===== config.mk =====
export PLATFORM = sky130hd
export DESIGN_NAME = irq_ctrl
export DESIGN_NICKNAME = d
export VERILOG_FILES = /design/src/rtl/irq_ctrl_pkg.sv /design/src/rtl/irq_rr_select.sv /design/src/rtl/irq_ctrl.sv
export SDC_FILE = /design/constraint.sdc
export NUM_CORES = 1
export LEC_CHECK = 0
export CAP_MARGIN = 10
export CORE_MARGIN = 10
export CORE_UTILIZATION = 40
export CTS_CLUSTER_SIZE = 14
export DETAILED_ROUTE_END_ITERATION = 8
export PLACE_DENSITY = 0.71
export SKIP_LAST_GASP = 1
export SLEW_MARGIN = 20
export SYNTH_ARGS = -nofsm -noshare
export SYNTH_HDL_FRONTEND = slang
export SYNTH_SLANG_ARGS = --single-unit

===== constraint.sdc =====
create_clock -name clk -period 2.7 [get_ports clk]
set_input_delay 0.27 -clock clk [delete_from_list [all_inputs] [get_ports clk]]
set_output_delay 0.27 -clock clk [all_outputs]
set_load 0.005 [all_outputs]

===== src/rtl/irq_ctrl_pkg.sv =====
// Shared definitions for the interrupt controller: register word addresses,
// CTRL bit positions and the priority pointer wrap helper.
package irq_ctrl_pkg;

   localparam int IRQ_MAX_SRC = 6;

   typedef enum logic [2:0] {
      IRQ_MASK = 3'd0,
      IRQ_MODE = 3'd1,
      IRQ_PEND = 3'd2,
      IRQ_CTRL = 3'd3,
      IRQ_VEC  = 3'd4,
      IRQ_ACK  = 3'd5
   } irq_reg_e;

   localparam int CTRL_EN  = 0;
   localparam int CTRL_ROT = 1;

   // Next pointer after servicing source n, wrapping inside the active sources.
   function automatic logic [2:0] irq_wrap_inc(input logic [2:0] n, input int n_src);
      if (int'(n) + 1 >= n_src) return 3'd0;
      return n + 3'd1;
   endfunction

endpackage


===== src/rtl/irq_rr_select.sv =====
// Combinational rotating-priority finder: first set bit of eff_i at or above
// ptr_i, wrapping modulo N.
module irq_rr_select #(
   parameter int N = 6
) (
   input  logic [5:0] eff_i,
   input  logic [2:0] ptr_i,
   output logic [2:0] idx_o,
   output logic       valid_o
);

   int j;

   always_comb begin
      idx_o   = '0;
      valid_o = |eff_i;
      j       = 0;
      // Walk the ring backwards so the candidate nearest ptr_i is written last.
      for (int k = N - 1; k >= 0; k--) begin
         j = (int'(ptr_i) + k) % N;
         if (eff_i[j]) idx_o = 3'(j);
      end
   end

endmodule


===== src/rtl/irq_ctrl.sv =====
// Programmable interrupt controller: synchronises, latches, masks and
// prioritises up to six device interrupt lines onto hwirq[7:2].
module irq_ctrl #(
   parameter int N_SRC       = 6,
   parameter int SYNC_STAGES = 1
) (
   input  logic        clk,
   input  logic        rst,
   input  logic [2:0]  addr,
   input  logic        write_enable,
   input  logic [31:0] write_data,
   output logic [31:0] read_result,
   input  logic [5:0]  irq_src,
   output logic [7:2]  hwirq
);

   import irq_ctrl_pkg::*;

   localparam logic [5:0] SRC_MSK = 6'((1 << N_SRC) - 1);

   logic [SYNC_STAGES-1:0][5:0] sync_q;
   logic [5:0] prev_q, mask_q, mode_q, pend_q, pend_d, hwirq_q;
   logic       en_q, rot_q;
   logic [2:0] ptr_q, ptr_d;

   logic [5:0] src_s, rise, w1c, ack_oh, pend_view, eff;
   logic       wr_mask, wr_mode, wr_pend, wr_ctrl, wr_ack, ack_ok;
   logic [2:0] ack_idx, vec_idx;
   logic       vec_valid;
   logic       unused_wdata;

   assign unused_wdata = ^write_data[31:6];

   assign wr_mask = write_enable && (addr == IRQ_MASK);
   assign wr_mode = write_enable && (addr == IRQ_MODE);
   assign wr_pend = write_enable && (addr == IRQ_PEND);
   assign wr_ctrl = write_enable && (addr == IRQ_CTRL);
   assign wr_ack  = write_enable && (addr == IRQ_ACK);

   assign ack_idx = write_data[2:0];
   assign ack_ok  = wr_ack && (int'(ack_idx) < N_SRC);
   assign ack_oh  = ack_ok ? (6'b1 << ack_idx) : 6'b0;
   assign w1c     = wr_pend ? write_data[5:0] : 6'b0;

   assign src_s = sync_q[SYNC_STAGES-1];
   assign rise  = src_s & ~prev_q;

   // Only edge-mode bits hold a latch; a new edge beats a same-cycle clear.
   // Level bits keep it at 0, so switching level->edge starts from cleared.
   assign pend_d    = mode_q & SRC_MSK & (rise | (pend_q & ~(w1c | ack_oh)));
   assign pend_view = ((mode_q & pend_q) | (~mode_q & src_s)) & SRC_MSK;
   assign eff       = pend_view & mask_q;

   always_comb begin
      ptr_d = ptr_q;
      if (wr_ctrl && !write_data[CTRL_ROT]) ptr_d = 3'd0;
      else if (ack_ok && rot_q)             ptr_d = irq_wrap_inc(ack_idx, N_SRC);
   end

   irq_rr_select #(.N(N_SRC)) u_sel (
      .eff_i   (eff),
      .ptr_i   (ptr_q),
      .idx_o   (vec_idx),
      .valid_o (vec_valid)
   );

   always_ff @(posedge clk) begin
      if (rst) begin
         sync_q  <= '0;
         prev_q  <= '0;
         mask_q  <= '0;
         mode_q  <= '0;
         pend_q  <= '0;
         en_q    <= 1'b0;
         rot_q   <= 1'b0;
         ptr_q   <= '0;
         hwirq_q <= '0;
      end else begin
         sync_q[0] <= irq_src;
         for (int s = 1; s < SYNC_STAGES; s++) sync_q[s] <= sync_q[s-1];
         prev_q  <= src_s;
         pend_q  <= pend_d;
         ptr_q   <= ptr_d;
         hwirq_q <= en_q ? eff : 6'b0;
         if (wr_mask) mask_q <= write_data[5:0] & SRC_MSK;
         if (wr_mode) mode_q <= write_data[5:0] & SRC_MSK;
         if (wr_ctrl) begin
            en_q  <= write_data[CTRL_EN];
            rot_q <= write_data[CTRL_ROT];
         end
      end
   end

   assign hwirq = hwirq_q;

   always_comb begin
      read_result = '0;
      case (addr)
         IRQ_MASK: read_result[5:0] = mask_q;
         IRQ_MODE: read_result[5:0] = mode_q;
         IRQ_PEND: read_result[5:0] = pend_view;
         IRQ_CTRL: read_result[1:0] = {rot_q, en_q};
         IRQ_VEC:  if (vec_valid) read_result = {1'b1, 28'd0, vec_idx};
         default:  read_result = '0;
      endcase
   end

endmodule


==> results.ini, run 1 <==
[run_status]
outcome=finished, violations left
violations=setup timing

[die]
io_pins=82
start_util_pct=41.9
coreArea_sq_um=7370
die_h_um=108
rows=31
dieArea_sq_um=11600
dieWidth_um=108

[detailed_routing]
drt.antenna.violating_nets=0
via_per_inst=5.19
num_vias=2985
dr.pass1.iters=4
drt-total-wl_um=8530
wl_per_cell_um=14.8
drc=0
drtIter0Drc=155

[clock_tree]
clk_latency_ps=300
cts_made_buffers=5
path_clk_slew_ps=70
hold_buffers=0
cts.sink_count=41
cts_tree=yes
h-tree-depth=2
root_buffer=clkbuf_8
cts_buffer_depth=2

[sta]
period_share_pct=118
hold_viol_final=0
maxSlewViolCount=0
setup_viol=3
worst_slack_ps=-491
fmax_mhz=313
grt_setup_unrepaired=true
post-route-min-period_ps=3190
worstMarginPinSlew_ps=641
finalClockSkew_ps=4.07
whs_ps=491
relSlewSlack_pct=57.1

[finish]
drive_above_1_share_pct=27.5
antenna_cells=0
fin_cells=575
area_growth_pct=35.7
fin_util_pct=56.9
seq_area_sq_um=832
nFillCells=657
fin_nets=535
multi_input_area_sq_um=2210

[synth]
netlist_instances=379
yosys-top-cells-area=dfxtp_1 (27%), buf_4 (6.6%), ha_1 (6.1%), mux2i_1 (5.5%), nor2_1 (4.6%)
synth-edff-count=0
yosys.area.top_type=dfxtp_1
syn_avg_cell_area_sq_um=8.15
synth_common_cells=dfxtp_1 (41), nor2_1 (38), buf_4 (27), a21oi_1 (26), nand2_1 (23)
synth_top_area_share_pct=26.6
netlist-cell-type-count=64
yosysWarnings=0
yosys_most_used_dff=dfxtp_1
yosysMostFrequentCell=dfxtp_1
synth-seq-area-share_pct=26.6
ys_ff_latch=41
mappedNetlistArea_sq_um=3090
synthArstFlopShare_pct=0

[power_and_ir_drop]
p_leak_nw=1.67
power_density_nw_per_um2=285
ir_worst_vdd_v=0.000180
power_mw=1.19

[worst_hold_path]
hold_path.class=reg2reg

[placement]
place_hpwl_um=6760
pre_cts_ws_ps=-688
gp_congestion=0.898
dp_cells=564
port_buffers=30

[global_route]
antenna_found_initial=0
grt_pass1_vias=2981
grt_pass1_wl_um=14100
grt.overflow.total=0
grt_max_degree=22
grt.total_usage_pct=14.7

[setup_path]
cp_cell_sequence=inv_4 > ha_4 > a21oi_4 > inv_1 > ha_1 > nor2b_2 > a21o_1 > and3_4 > and4bb_4 > a311o_1 > a211o_1 > nand4_1 > buf_2
cp.required_ps=2430
path_max_fanout=5
crit_arrival_ps=2920
crit_slowest_cell=dfxtp_4
end_kind=output pin
critPathMaxStageDelay_ps=400
crit_path_start_kind=flop
worst-setup-path-type=reg2out

[job]
maxCapViolCount=0

-- power by group --
| group | internal [mW] | switching [mW] |
|---|---|---|
| registers | 0.615 | 0.00770 |
| logic | 0.0836 | 0.0901 |
| clock network | 0.202 | 0.194 |
-- logic make-up (layout without fill, tap and decap cells) --
group                      Yosys count  count (layout)  share of synthesized area, %
other                                1              25                         0.121
xor gates and xnor gates             4               4                          1.74
DFF                                 41              41                          26.6
AOI/OAI and AO/OA                   86              86                          20.7
muxes                               22              22                          7.58
and+or+nand+nor                    149             149                          26.3
adders and majority gates           15              15                          6.08
buffers and inverters               61             134                          11.0
-- worst paths after layout --
check | startpoint | endpoint | slack [ps] | cells after the start
worst max-delay path | ptr_q[1]$_SDFFE_PP0P_ | read_result[0] | -490 | 13
worst min-delay path | rot_q$_SDFFE_PP0P_ | rot_q$_SDFFE_PP0P_ | 490 | 2
worst max register to register | rot_q$_SDFFE_PP0P_ | ptr_q[2]$_SDFFE_PP0P_ | 1560 | 4
worst min register to register | rot_q$_SDFFE_PP0P_ | rot_q$_SDFFE_PP0P_ | 490 | 2
-- repair_timing --
item,4_1_cts,5_1_grt
gates resized for setup,33,8
pin swaps,12,4
setup buffers,3,1
endpoints found under the hold margin,0,0
setup endpoints to repair,3,3
-- critical path: cells and delay by family (launching register included) --
family / cells / cell delay (ps)
AOI/OAI and AO/OA: 4 / 910
and+or+nand+nor: 4 / 610
adders and majority gates: 2 / 470
DFF: 1 / 400
buffers and inverters: 3 / 230
-- cell usage in the layout, fill, tap and decap left out, drive strengths merged, types with 10 or more instances in the layout --
cell / netlist / final
nand2b: 13 / 13
nand3: 18 / 18
a21o: 10 / 10
buf: 29 / 78
nand2: 23 / 23
clkdlybuf4s50: 0 / 27
mux2i: 17 / 17
dfxtp: 41 / 41
nor3b: 10 / 10
inv: 22 / 22
ha: 15 / 15
a21oi: 27 / 27
conb: 1 / 25
nor2b: 18 / 18
nor2: 39 / 39
-- registers in the layout, summed over array words and instances (netlist names) --
name and flops:
rot_q 1, mode_q 6, mask_q 6, hwirq 6
en_q 1, prev_q 6, src_s 6, pend_q 6
ptr_q 3
-- stage by stage --
| stage | instance area [sq um] | setup TNS (ps) |
|---|---|---|
| after detailed placement | 3930 | -1950 |
| after floorplan | 3250 | -195 |
| after CTS | 4140 | -1390 |
| after global routing | 4190 | -1880 |
| final | 4190 | -1360 |
| after global placement | 3930 | -1580 |
-- routing by layer --
metal	track usage, %	vias to the layer above	wire length (um)
met3	4.01	14	686
met1	17.5	1393	3650
met2	24.6	89	4030
li1	-	1489	-
met5	0	-	0
met4	5.44	0	160
-- layout make-up --
class | count | area share (%)
timing repair buffer | 105 | 20.3
sequential | 41 | 19.9
clock buffer | 7 | 2.06
multi-input combinational | 301 | 52.7
tap | 99 | 2.96
inverter | 22 | 2.09
Power figures use the tool's default switching activity.
==> inputs of run 2 (changes only) <==
CAP_MARGIN = 5   (was 10)
CORE_UTILIZATION = 45   (was 40)
CTS_CLUSTER_DIAMETER = 100   (was unset)
PLACE_DENSITY = 0.78   (was 0.71)
==> run 2 against run 1 <==
  * Critical path depth stayed put
  * Combinational power hardly changed
  * Sequential power hardly changed
  * Core utilization is 4.8 points higher
  * Cell area is 1.2% lower
  * Critical path type unchanged
  * Register-to-register slack better by 60 ps
  * Non-clock buffer count is 8 lower
  * Worst hold slack worse by 14 ps
  * Highest routed layer unchanged
  * Routed wire length is 2.1% lower
  * Critical endpoint unchanged
  * The flow still finishes with violations (setup timing)
  * First-iteration DRC count is 5.8% higher
==> results.ini, run 2 (synthesis results as in run 1) <==
[run_status]
outcome=finished, violations left  ; unchanged
violations=setup timing  ; unchanged

[finish]
area_growth_pct=34.2  ; was 35.7%
fin_nets=527  ; was 535
antenna_cells=0  ; unchanged
layout_common_cells=buf_4 (66), nor2_1 (38), dfxtp_1 (38)  ; was buf_4 (74), nor2_1 (38), dfxtp_1 (38)
fin_util_pct=61.7  ; was 56.9%
design_area_sq_um=4140  ; was 4190 sq um
nFillCells=591  ; was 657
final_common_cell=buf_4  ; unchanged
fin_cells=548  ; was 575
drive_above_1_share_pct=26.7  ; was 27.5%

[detailed_routing]
drt.antenna.violating_nets=0  ; unchanged
drt-total-wl_um=8350  ; was 8530 um
via_per_inst=5.48  ; was 5.19
drtIter0Drc=164  ; was 155
num_vias=3004  ; was 2985
dr.pass1.iters=5  ; was 4
drc=0  ; unchanged
wl_per_cell_um=15.2  ; was 14.8 um

[sta]
finalClockSkew_ps=5.17  ; was 4.07 ps
whs_ps=477  ; was 491 ps
tns_ps=-1230  ; was -1360 ps
setup_viol=3  ; unchanged
grt_setup_unrepaired=true  ; unchanged
hold_viol_final=0  ; unchanged
maxSlewViolCount=0  ; unchanged
relSlewSlack_pct=59.5  ; was 57.1%
fmax_mhz=321  ; was 313 MHz
worstMarginPinSlew_ps=603  ; was 641 ps
post-route-min-period_ps=3120  ; was 3190 ps
worst_slack_ps=-416  ; was -491 ps
period_share_pct=115  ; was 118%

[setup_path]
path_max_fanout=6  ; was 5
end_kind=output pin  ; unchanged
crit_path_start_kind=flop  ; unchanged
ff2ff_path_depth=3  ; was 4
worst-setup-path-type=reg2out  ; unchanged
cp.required_ps=2430  ; about the same
crit_arrival_ps=2850  ; was 2920 ps

[placement]
gp_congestion=0.895  ; was 0.898
port_buffers=30  ; unchanged
place_hpwl_um=6770  ; was 6760 um
placed_area_sq_um=3840  ; was 3930 sq um
dp_cells=536  ; was 564

[global_route]
grt_max_degree=18  ; was 22
grt.overflow.total=0  ; unchanged
grt_pass1_wl_um=13700  ; was 14100 um
grt_pass1_vias=2961  ; was 2981
grt.total_usage_pct=15.9  ; was 14.7%
antenna_found_initial=0  ; unchanged

[clock_tree]
cts.sink_count=41  ; unchanged
cts_made_buffers=5  ; unchanged
path_clk_slew_ps=70  ; about the same
cts_tree=yes  ; unchanged
clk_latency_ps=290  ; was 300 ps
h-tree-depth=2  ; unchanged
cts_buffer_depth=2  ; unchanged
root_buffer=clkbuf_8  ; unchanged
hold_buffers=0  ; unchanged

[power_and_ir_drop]
p_int_mw=0.929  ; was 0.901 mW
p_seq_share_pct=50.8  ; was 52.2%
p_leak_nw=1.64  ; was 1.67 nW
switching_share_pct=24.4  ; about the same
power_density_nw_per_um2=296  ; was 285 nW/um^2
ir_worst_vdd_v=0.000334  ; was 0.000180 V
clkPwrFrac_pct=35.3  ; was 33.2%
share_comb_of_total_power_pct=13.9  ; was 14.6%
p_sw_mw=0.299  ; was 0.292 mW

[die]
die_h_um=103  ; was 108 um
dieWidth_um=103  ; was 108 um
rows=30  ; was 31
start_util_pct=46.0  ; was 41.9%
dieArea_sq_um=10600  ; was 11600 sq um
coreArea_sq_um=6720  ; was 7370 sq um
io_pins=82  ; unchanged

[worst_hold_path]
hold_depth=2  ; unchanged
hold_path.class=reg2reg  ; unchanged

[job]
maxCapViolCount=0  ; unchanged

run 2: cell types whose count changed in the layout (fill, tap and decap cells not counted), sizes merged:
cell / delta
buf: -8
clkinv: +1
clkbuf: -1
run 2: repair_timing:
item	4_1_cts	5_1_grt
pin swaps	20	10
endpoints found under the hold margin	0	0
setup buffers	4	1
setup endpoints to repair	3	3
gates resized for setup	35	10
run 2: stage by stage:
step / setup WS, ps / total power [mW]
after floorplan: -95.3 / 0.754
after global placement: -551 / 0.803
after detailed placement: -611 / 0.807
after CTS: -442 / 1.24
after global routing: -529 / 1.28
final: -416 / 1.23
run 2: worst paths after layout:
path / start / slack, ps / endpoint
worst max-delay path: ptr_q[1]$_SDFFE_PP0P_ / -420 / read_result[0]
worst min-delay path: rot_q$_SDFFE_PP0P_ / 480 / rot_q$_SDFFE_PP0P_
worst max register to register: mode_q[3]$_SDFFE_PP0P_ / 1620 / hwirq[5]$_SDFF_PP0_
worst min register to register: rot_q$_SDFFE_PP0P_ / 480 / rot_q$_SDFFE_PP0P_
run 2: critical path: stages (launching register included):
cell and delay, ps:
dfxtp_4 420, inv_6 60, ha_4 160, a21oi_4 130
inv_2 60, ha_4 260, nor2b_2 40, a211o_1 300
and2_4 150, o221a_4 230, a311o_1 320, a211o_1 250
nand4_1 60, buf_2 110
run 2: power by group through the flow:
stage / clock network, mW / logic, mW / registers [mW]
floorplan: 0 / 0.116 / 0.639
global placement: 0 / 0.164 / 0.639
detailed placement: 0 / 0.167 / 0.640
CTS: 0.444 / 0.168 / 0.624
global route: 0.461 / 0.189 / 0.626
finish: 0.434 / 0.171 / 0.624
run 2: layer usage:
layer / track usage [%] / vias to the layer above / part of all wire, %
li1: - / 1475 / -
met1: 18.2 / 1425 / 41
met4: 5.78 / 0 / 2.7
met3: 2.75 / 18 / 5.1
met2: 28.9 / 86 / 51
met5: 0 / - / 0
run 2: area by class of cell:
type / count / area [sq um] / share of cell area (%)
clock buffer: 6 / 93.8 / 2.27
inverter: 22 / 90.1 / 2.17
sequential: 41 / 832 / 20.1
timing repair buffer: 97 / 792 / 19.1
multi-input combinational: 301 / 2230 / 53.8
clock inverter: 1 / 5.00 / 0.121
tap: 80 / 100 / 2.42
==> inputs of run 3 (changes only) <==
REMOVE_ABC_BUFFERS = 1   (was unset)
==> run 3 against run 2 <==
  * Critical endpoint unchanged
  * Largest cell class unchanged
  * Die area unchanged
  * The run still ends with setup timing left
  * Clock skew is 0.73 ps higher
  * Non-clock buffer count rose by 10
  * Clock-buffer cell count is 1 higher
==> results.ini, run 3 (synthesis results as in run 1) <==
[run_status]
violations=setup timing  ; unchanged
outcome=finished, violations left  ; unchanged

[sta]
hold_viol_final=0  ; unchanged
worst_slack_ps=-509  ; was -416 ps
period_share_pct=119  ; was 115%
setup_viol=3  ; unchanged
grt_setup_unrepaired=true  ; unchanged
tns_ps=-1310  ; was -1230 ps
maxSlewViolCount=0  ; unchanged
worstMarginPinSlew_ps=594  ; was 603 ps
relSlewSlack_pct=60.2  ; was 59.5%
post-route-min-period_ps=3210  ; was 3120 ps
fmax_mhz=312  ; was 321 MHz
finalClockSkew_ps=5.91  ; was 5.17 ps

[placement]
pre_cts_ws_ps=-744  ; was -611 ps
gp_congestion=0.963  ; was 0.895
place_hpwl_um=6860  ; was 6770 um
port_buffers=30  ; unchanged

[clock_tree]
cts_tree=yes  ; unchanged
hold_buffers=0  ; unchanged
clk_latency_ps=290  ; about the same
root_buffer=clkbuf_8  ; unchanged
cts.sink_count=41  ; unchanged
cts_buffer_depth=2  ; unchanged
h-tree-depth=2  ; unchanged
path_clk_slew_ps=70  ; about the same
cts_made_buffers=5  ; unchanged

[power_and_ir_drop]
p_leak_nw=1.68  ; was 1.64 nW
power_density_nw_per_um2=288  ; was 296 nW/um^2
switching_share_pct=24.8  ; was 24.4%
p_seq_share_pct=52.0  ; was 50.8%
clkPwrFrac_pct=33.3  ; was 35.3%
p_int_mw=0.904  ; was 0.929 mW
share_comb_of_total_power_pct=14.7  ; was 13.9%
p_sw_mw=0.298  ; was 0.299 mW
power_mw=1.20  ; was 1.23 mW
ir_worst_vdd_v=0.000224  ; was 0.000334 V

[global_route]
grt_pass1_vias=2947  ; was 2961
grt.total_usage_pct=16.0  ; was 15.9%
antenna_found_initial=0  ; unchanged
grt_pass1_wl_um=13700  ; about the same
grt_max_degree=22  ; was 18
grt.overflow.total=0  ; unchanged

[job]
maxCapViolCount=0  ; unchanged

[finish]
final_common_cell=buf_4  ; unchanged
drive_above_1_share_pct=27.8  ; was 26.7%
antenna_cells=0  ; unchanged
fin_nets=537  ; was 527
layout_common_cells=buf_4 (75), nor2_1 (38), dfxtp_1 (38)  ; was buf_4 (66), nor2_1 (38), dfxtp_1 (38)
area_growth_pct=35.3  ; was 34.2%

[detailed_routing]
drt.antenna.violating_nets=0  ; unchanged
dr.pass1.iters=5  ; unchanged
via_per_inst=5.56  ; was 5.48
drc=0  ; unchanged
drt-total-wl_um=8890  ; was 8350 um
drtIter0Drc=187  ; was 164
wl_per_cell_um=15.9  ; was 15.2 um
num_vias=3100  ; was 3004

[die]
dieWidth_um=103  ; unchanged
die_h_um=103  ; unchanged
rows=30  ; unchanged
start_util_pct=46.0  ; unchanged
coreArea_sq_um=6720  ; unchanged
io_pins=82  ; unchanged
dieArea_sq_um=10600  ; unchanged

[setup_path]
cp_cell_sequence=buf_6 > ha_4 > a21oi_4 > inv_2 > ha_4 > nor2b_2 > a211o_1 > and2_4 > o221a_1 > a311o_1 > a211o_1 > nand4_1 > buf_2  ; was inv_6 > ha_4 > a21oi_4 > inv_2 > ha_4 > nor2b_2 > a211o_1 > and2_4 > o221a_4 > a311o_1 > a211o_1 > nand4_1 > buf_2
crit_slowest_cell=dfxtp_4  ; unchanged
crit_buf_inv=3  ; unchanged
end_kind=output pin  ; unchanged
cp.required_ps=2430  ; about the same
path_max_fanout=5  ; was 6
crit_arrival_ps=2940  ; was 2850 ps
worst-setup-path-type=reg2out  ; unchanged
crit_path_start_kind=flop  ; unchanged
crit_family=compound AO/OA/AOI/OAI gates  ; unchanged
critPathMaxStageDelay_ps=380  ; was 420 ps

[worst_hold_path]
hold_path.class=reg2reg  ; unchanged

==> run 3: worst min-delay path, cell delays in order, from the launching register on <==
cell	delay, ps
dfxtp_1	330
nand2b_1	90
nor2_1	50
==> run 3: routing by layer <==
metal  track usage, %  routed length, um  vias to the layer above  part of all wire [%]
met3             2.35                538                       19                   6.1
met1             18.8               3700                     1468                    42
met4             5.13                232                        0                   2.6
met5                0                  0                        -                     0
met2             29.1               4410                      112                    50
li1                 -                  -                     1501                     -
==> run 3: area by class of cell <==
class | instances | area, sq um
well taps | 80 | 100
repair buffers | 107 | 880
clock buffers | 7 | 86.3
fillers | 543 | 2540
inverters | 22 | 82.6
multi-input cells | 301 | 2200
flip-flops and latches | 41 | 827
==> run 3: final timing paths <==
check | slack (ps) | to | cells after the start | from
setup / recovery | -510 | read_result[0] | 13 | ptr_q[1]$_SDFFE_PP0P_
hold / removal | 510 | hwirq[5]$_SDFF_PP0_ | 2 | mask_q[3]$_SDFFE_PP0P_
setup reg to reg | 1500 | ptr_q[2]$_SDFFE_PP0P_ | 4 | rot_q$_SDFFE_PP0P_
hold reg to reg | 510 | hwirq[5]$_SDFF_PP0_ | 2 | mask_q[3]$_SDFFE_PP0P_
==> run 3: power by group through the flow <==
| stage | Sequential [mW] | Clock (mW) | Combinational [mW] |
|---|---|---|---|
| 2_1_floorplan | 0.640 | 0 | 0.0748 |
| 3_3_place_gp | 0.639 | 0 | 0.167 |
| 3_5_place_dp | 0.640 | 0 | 0.171 |
| 4_1_cts | 0.625 | 0.403 | 0.172 |
| 5_1_grt | 0.626 | 0.427 | 0.193 |
| 6_report | 0.625 | 0.401 | 0.177 |
==> run 3: what timing repair did <==
action,CTS,global route
endpoints found under the setup margin,3,3
resized for setup,37,14
buffers inserted,4,0
pin swaps,18,7
==> run 3: metrics by stage <==
| stage | hold WS, ps | utilization [%] | area [sq um] | std cells |
|---|---|---|---|---|
| floorplan | 342 | - | 2920 | 364 |
| global placement | 461 | 57.8 | 3880 | 547 |
| detailed placement | 480 | 57.8 | 3880 | 547 |
| CTS | 503 | 61.0 | 4100 | 558 |
| global route | 528 | 62.2 | 4180 | 558 |
| finish | 505 | 62.2 | 4180 | 558 |
